File: src/rtl/present_decoder_if.sv
// Load/result bus shared by the PRESENT encoder and decoder blocks.
// The master drives the load strobes and the input bus; the slave returns status and the result.
interface present_decoder_if;
   logic [1:0]  pl;
   logic [79:0] in_text;
   logic        ready;
   logic        done;
   logic [63:0] plaintext;

   modport master (output pl, in_text, input ready, done, plaintext);
   modport slave  (input pl, in_text, output ready, done, plaintext);
endinterface

File: src/rtl/present_decoder.sv
// Iterative PRESENT-80 decryptor, one inverse round per clock.
// K32 is cached once per key load, and round keys are rolled backwards from it.
module present_decoder #(
   parameter logic [79:0] INITIAL_KEY = 80'h0
) (
   input  logic              clk,
   input  logic              n_reset,
   present_decoder_if.slave  bus
);

   localparam int          NR_ROUNDS = 32;
   localparam logic [4:0]  LAST_RND  = 5'(NR_ROUNDS - 1);
   localparam logic [63:0] SBOX      = 64'hC56B90AD3EF84712;
   localparam logic [63:0] SBOX_INV  = 64'h5EF8C12DB463079A;

   typedef enum logic [1:0] {IDLE, KEYEXP, DEC, DONE} state_e;

   state_e      state_q, state_d;
   logic [63:0] word_q, word_d;
   logic [79:0] rkey_q, rkey_d;
   logic [79:0] klast_q, klast_d;
   logic [4:0]  rcnt_q, rcnt_d;
   logic        pend_q, pend_d;
   logic [79:0] kfwd, kinv;

   function automatic logic [3:0] sbox(input logic [3:0] x);
      return SBOX[60 - 4*int'(x) +: 4];
   endfunction

   function automatic logic [3:0] sbox_inv(input logic [3:0] x);
      return SBOX_INV[60 - 4*int'(x) +: 4];
   endfunction

   function automatic logic [79:0] fwd_key(input logic [79:0] k, input logic [4:0] i);
      logic [79:0] r;
      r          = {k[18:0], k[79:19]};
      r[79:76]   = sbox(r[79:76]);
      r[19:15]   = r[19:15] ^ i;
      return r;
   endfunction

   function automatic logic [79:0] inv_key(input logic [79:0] k, input logic [4:0] i);
      logic [79:0] t;
      t          = k;
      t[19:15]   = t[19:15] ^ i;
      t[79:76]   = sbox_inv(t[79:76]);
      return {t[60:0], t[79:61]};
   endfunction

   // Undo the bit permutation first, then the nibble substitution.
   function automatic logic [63:0] inv_round(input logic [63:0] w);
      logic [63:0] p, s;
      for (int j = 0; j < 63; j++) p[j] = w[(16*j) % 63];
      p[63] = w[63];
      for (int n = 0; n < 16; n++) s[4*n +: 4] = sbox_inv(p[4*n +: 4]);
      return s;
   endfunction

   always_comb begin
      state_d = state_q;
      word_d  = word_q;
      rkey_d  = rkey_q;
      klast_d = klast_q;
      rcnt_d  = rcnt_q;
      pend_d  = pend_q;
      kfwd    = fwd_key(rkey_q, rcnt_q);
      kinv    = inv_key(rkey_q, rcnt_q);
      case (state_q)
         KEYEXP: begin
            rkey_d = kfwd;
            rcnt_d = rcnt_q + 5'd1;
            if (rcnt_q == LAST_RND) begin
               klast_d = kfwd;
               if (pend_q) begin
                  word_d  = word_q ^ kfwd[79:16];
                  rcnt_d  = LAST_RND;
                  pend_d  = 1'b0;
                  state_d = DEC;
               end else begin
                  state_d = IDLE;
               end
            end
         end
         IDLE, DONE: begin
            if (bus.pl[1]) begin
               rkey_d  = bus.in_text;
               rcnt_d  = 5'd1;
               state_d = KEYEXP;
               if (bus.pl[0]) begin
                  word_d = bus.in_text[63:0];
                  pend_d = 1'b1;
               end
            end else if (bus.pl[0]) begin
               word_d  = bus.in_text[63:0] ^ klast_q[79:16];
               rkey_d  = klast_q;
               rcnt_d  = LAST_RND;
               state_d = DEC;
            end
         end
         DEC: begin
            word_d = inv_round(word_q) ^ kinv[79:16];
            rkey_d = kinv;
            rcnt_d = rcnt_q - 5'd1;
            if (rcnt_q == 5'd1) state_d = DONE;
         end
         default: state_d = KEYEXP;
      endcase
   end

   // k_last is left alone by reset; the forced re-expansion rewrites it.
   always_ff @(posedge clk) begin
      if (!n_reset) begin
         state_q <= KEYEXP;
         word_q  <= '0;
         rkey_q  <= INITIAL_KEY;
         rcnt_q  <= 5'd1;
         pend_q  <= 1'b0;
      end else begin
         state_q <= state_d;
         word_q  <= word_d;
         rkey_q  <= rkey_d;
         klast_q <= klast_d;
         rcnt_q  <= rcnt_d;
         pend_q  <= pend_d;
      end
   end

   assign bus.ready     = (state_q == IDLE) || (state_q == DONE);
   assign bus.done      = (state_q == DONE);
   assign bus.plaintext = (state_q == DONE) ? word_q : 64'h0;

endmodule

File: src/flat_wrapper.sv
// flat-port wrapper written by rule: the top's interface ports become plain ports
module present_decoder_flat 
#(
   parameter logic [79:0] INITIAL_KEY = 80'h0
)
  (clk, n_reset, bus_pl, bus_in_text, bus_ready, bus_done, bus_plaintext);
  present_decoder_if bus_i ();
  input  logic clk;
  input  logic n_reset;
  input wire logic [$bits(bus_i.pl)-1:0] bus_pl;
  input wire logic [$bits(bus_i.in_text)-1:0] bus_in_text;
  output wire logic [$bits(bus_i.ready)-1:0] bus_ready;
  output wire logic [$bits(bus_i.done)-1:0] bus_done;
  output wire logic [$bits(bus_i.plaintext)-1:0] bus_plaintext;
  assign bus_i.pl = bus_pl;
  assign bus_i.in_text = bus_in_text;
  assign bus_ready = bus_i.ready;
  assign bus_done = bus_i.done;
  assign bus_plaintext = bus_i.plaintext;
  present_decoder #(.INITIAL_KEY(INITIAL_KEY)) u_core (.clk(clk), .n_reset(n_reset), .bus(bus_i));
endmodule
File: config.mk
export PLATFORM = sky130hd
export DESIGN_NAME = present_decoder_flat
export DESIGN_NICKNAME = d
export VERILOG_FILES = /design/src/rtl/present_decoder_if.sv /design/src/rtl/present_decoder.sv /design/src/flat_wrapper.sv
export SDC_FILE = /design/constraint.sdc
export NUM_CORES = 1
export LEC_CHECK = 0
export ABC_AREA = 1
export BUFFER_PORTS_ARGS = -buffer_cell sky130_fd_sc_hd__buf_2
export CAP_MARGIN = 20
export CORE_ASPECT_RATIO = 0.9
export CORE_MARGIN = 4
export CORE_UTILIZATION = 48
export CTS_CLUSTER_SIZE = 10
export DETAILED_ROUTE_END_ITERATION = 6
export PLACE_DENSITY = 0.69
export SETUP_SLACK_MARGIN = 0.3
export SKIP_LAST_GASP = 1
export SYNTH_ARGS = -nofsm -noshare
export SYNTH_HDL_FRONTEND = slang
export SYNTH_SLANG_ARGS = --single-unit
File: constraint.sdc
create_clock -name clk -period 4.6 [get_ports clk]
set_clock_uncertainty 0.15 [all_clocks]
set_input_delay 0 -clock clk [delete_from_list [all_inputs] [get_ports clk]]
set_output_delay 0 -clock clk [all_outputs]
set_load 0.01 [all_outputs]
==> impl_metrics.py <==
metrics = {
    "status": {
        "status": "finished, violations left",
        "violations": "design-rule violations",
    },
    "power_and_ir_drop": {
        "p_total_w": 0.0154,
        "powerDensity_mw_per_mm2": 735,
        "p_leak_nw": 9.43,
        "ir_drop_v": 0.000447,
    },
    "job": {
        "max-cap-violations": 0,
    },
    "logic_synthesis": {
        "syn_area_mm2": 0.0184,
        "yosys_register_bits": 232,
        "ys_top_cells_by_count": "nand2_1, a21oi_1, inv_1",
        "synth_nets": 3089,
        "syn_avg_cell_area_um2": 6.37,
        "yosysSeqAreaShare": 0.297,
        "synth.most_common_cell": "nand2_1",
        "synth_cells": 2881,
        "synth_cell_types": 41,
        "synth_area_leaders": "nand2_1, dfxtp_1, edfxtp_1, a21oi_1, ha_1",
        "async_flop_share": 0,
        "synth_edf_count": 80,
        "ys.flop_type": "dfxtp_1",
        "netlist.area_leader.share": 0.170,
        "yosys_warnings": 0,
        "yosys.area.top_type": "nand2_1",
    },
    "sta": {
        "period_share": 0.701,
        "fmax_mhz": 310,
        "max_slew_margin": 0.231,
        "min_period_ns": 3.22,
        "tns_ns": 0,
        "setup_viol_count_final": 0,
        "worst_slew_pin_slew_ns": 1.15,
        "postLayoutSetupSlackWorst_ns": 1.38,
        "hold_viol": 0,
        "drv_slew": 0,
        "rsz0062_at_grt": "false",
    },
    "worst_setup_path": {
        "r2r_slack_ns": 1.38,
        "cp_max_fo": 51,
        "setup.worst_path.class": "flop to flop",
        "critPathMaxStageDelay_ns": 0.48,
        "critical_path.startpoint_type": "flop",
        "path_cells": "inv_1, ha_4, inv_4, or2_1, o21ai_4, buf_4, a21oi_1, o21ai_0, a21oi_2",
        "crit_family": "buffers and inverters",
        "cp_num_buf_inv": 3,
        "cp_slowest_cell": "ha_4",
        "cp-end-kind": "flop",
        "worstPathArrival_ns": 3.47,
        "cp.required_ns": 4.85,
    },
    "routing": {
        "drc": 4,
        "vias": 20900,
        "drt_wl_total_um": 79300,
        "ant_nets": 0,
        "vias_per_cell": 5.96,
        "drt_pass1_iterations": 7,
        "drt_iter0_markers": 2671,
        "wl_per_cell_um": 22.6,
    },
    "grt": {
        "grt_util_all_layers": 0.364,
        "grt_pass1_vias": 19000,
        "globalRoute.totalOverflow": 0,
        "antenna_found_initial": 2,
        "grt_first_pass_wirelength_um": 118000,
        "grt_max_degree": 79,
    },
    "final_layout": {
        "final_net_count": 3210,
        "syn_to_final_growth_pct": 14.2,
        "diodes": 0,
        "fillCellCount": 3684,
        "drive_above_1_share": 0.0810,
        "regArea_mm2": 0.00545,
        "multi_input_area_mm2": 0.0110,
    },
    "clocking": {
        "numCtsBuffers": 28,
        "cts_root_buffer": "clkbuf_16",
        "path_clk_slew_ns": 0.06,
        "clkSinkCount": 232,
        "cts_tree": "yes",
        "cts_resized": 0,
        "worstSkewPairLatency_ns": 0.57,
        "htree_levels": 1,
        "cts_buffer_depth": 3,
        "postCtsSetupBuffers": 0,
    },
    "floorplanning": {
        "start_util": 0.490,
        "fp.dieArea_mm2": 0.0414,
        "die_w_um": 214,
        "row_count": 67,
        "coreArea_mm2": 0.0375,
        "io_pins": 150,
        "die_y_um": 193,
    },
    "placed_design": {
        "gp_congestion": 0.972,
        "place_worst_setup_slack_ns": 1.50,
        "numPortBuffers": 149,
        "dp_hpwl_um": 56000,
    },
    "min_path": {
        "hp-class": "input pin to flop",
    },
}
## cells in the final DEF (no fill, tap or decap), types with 3 or more instances in the layout
master,count
nand2_1,832
a21oi_1,336
inv_1,320
nand3_1,266
o21ai_0,255
nor2_1,153
dfxtp_1,152
buf_2,149
ha_1,121
dlygate4sd3_1,87
edfxtp_1,80
xnor2_1,34
clkbuf_16,29
buf_4,28
nand3b_1,25
o211ai_1,23
nand4_1,21
clkbuf_1,17
xor2_1,11
nand2_2,10
o22ai_1,8
a21oi_2,8
a221oi_1,7
o2111ai_1,6
inv_2,4
o21bai_1,4
a31oi_1,4
nor2_4,3
clkinv_1,3
clkbuf_8,3
## sequential cells by signal, indices dropped and copies added (netlist names)
register / cells
u_core.klast_q: 80
u_core.rkey_q: 80
u_core.word_q: 64
u_core.rcnt_q: 5
u_core.state_q: 2
u_core.pend_q: 1
## layout make-up
cell class | count | share of cell area
Sequential cell | 232 | 0.260
Multi-Input combinational cell | 2146 | 0.523
Clock inverter | 2 | 0.00161
Timing Repair Buffer | 265 | 0.0881
Tap cell | 483 | 0.0288
Inverter | 329 | 0.0592
Clock buffer | 49 | 0.0396
## what timing repair did
item | CTS | global route
hold buffers | 87 | 0
endpoints found under the setup margin | 0 | 0
endpoints found under the hold margin | 144 | 0
## stage by stage
step                hold WS, ns  std cells  cell area, um^2  utilization
floorplan                 0.104       2881            18400            -
global placement          0.273       3368            19200        0.513
detailed placement        0.271       3368            19200        0.513
CTS                       0.242       3506            21000        0.559
global route              0.304       3506            21000        0.559
finish                    0.257       3506            21000        0.559
## power by group
part           switching (W)  internal (W)
clock network       0.000930       0.00126
logic                0.00615       0.00281
registers            0.00151       0.00274
total                0.00860       0.00681
## path summary, 6_finish.rpt
path / cells after the start / from / endpoint
worst max-delay path: 9 / u_core.state_q[0] / u_core.word_q[26]
worst min register to register: 0 / u_core.rkey_q[28] / u_core.klast_q[9]
worst min-delay path: 6 / bus_in_text[7] / u_core.rkey_q[7]
worst max register to register: 9 / u_core.state_q[0] / u_core.word_q[26]
## tightest hold or removal path, stage by stage
cell and delay (ns):
dlygate4sd3_1 0.54, buf_2 0.14, nand2_1 0.07, nand3_1 0.07, nand2_1 0.05, a21oi_1 0.05
## routing by layer
metal	global-route usage	share of wire
met1	0.459	0.37
met2	0.567	0.43
met3	0.0803	0.11
met4	0.233	0.082
met5	0	0.00033
## cells by family after synthesis
group / after synthesis / synth area share
adder cells (fa/ha/maj): 124 / 0.0845
buffers and inverters: 503 / 0.109
AO/OA/AOI/OAI: 662 / 0.191
flip-flops: 232 / 0.297
AND/OR/NAND/NOR: 1315 / 0.298
XOR/XNOR: 45 / 0.0215
Note: power is estimated with default switching activity, not from simulation.
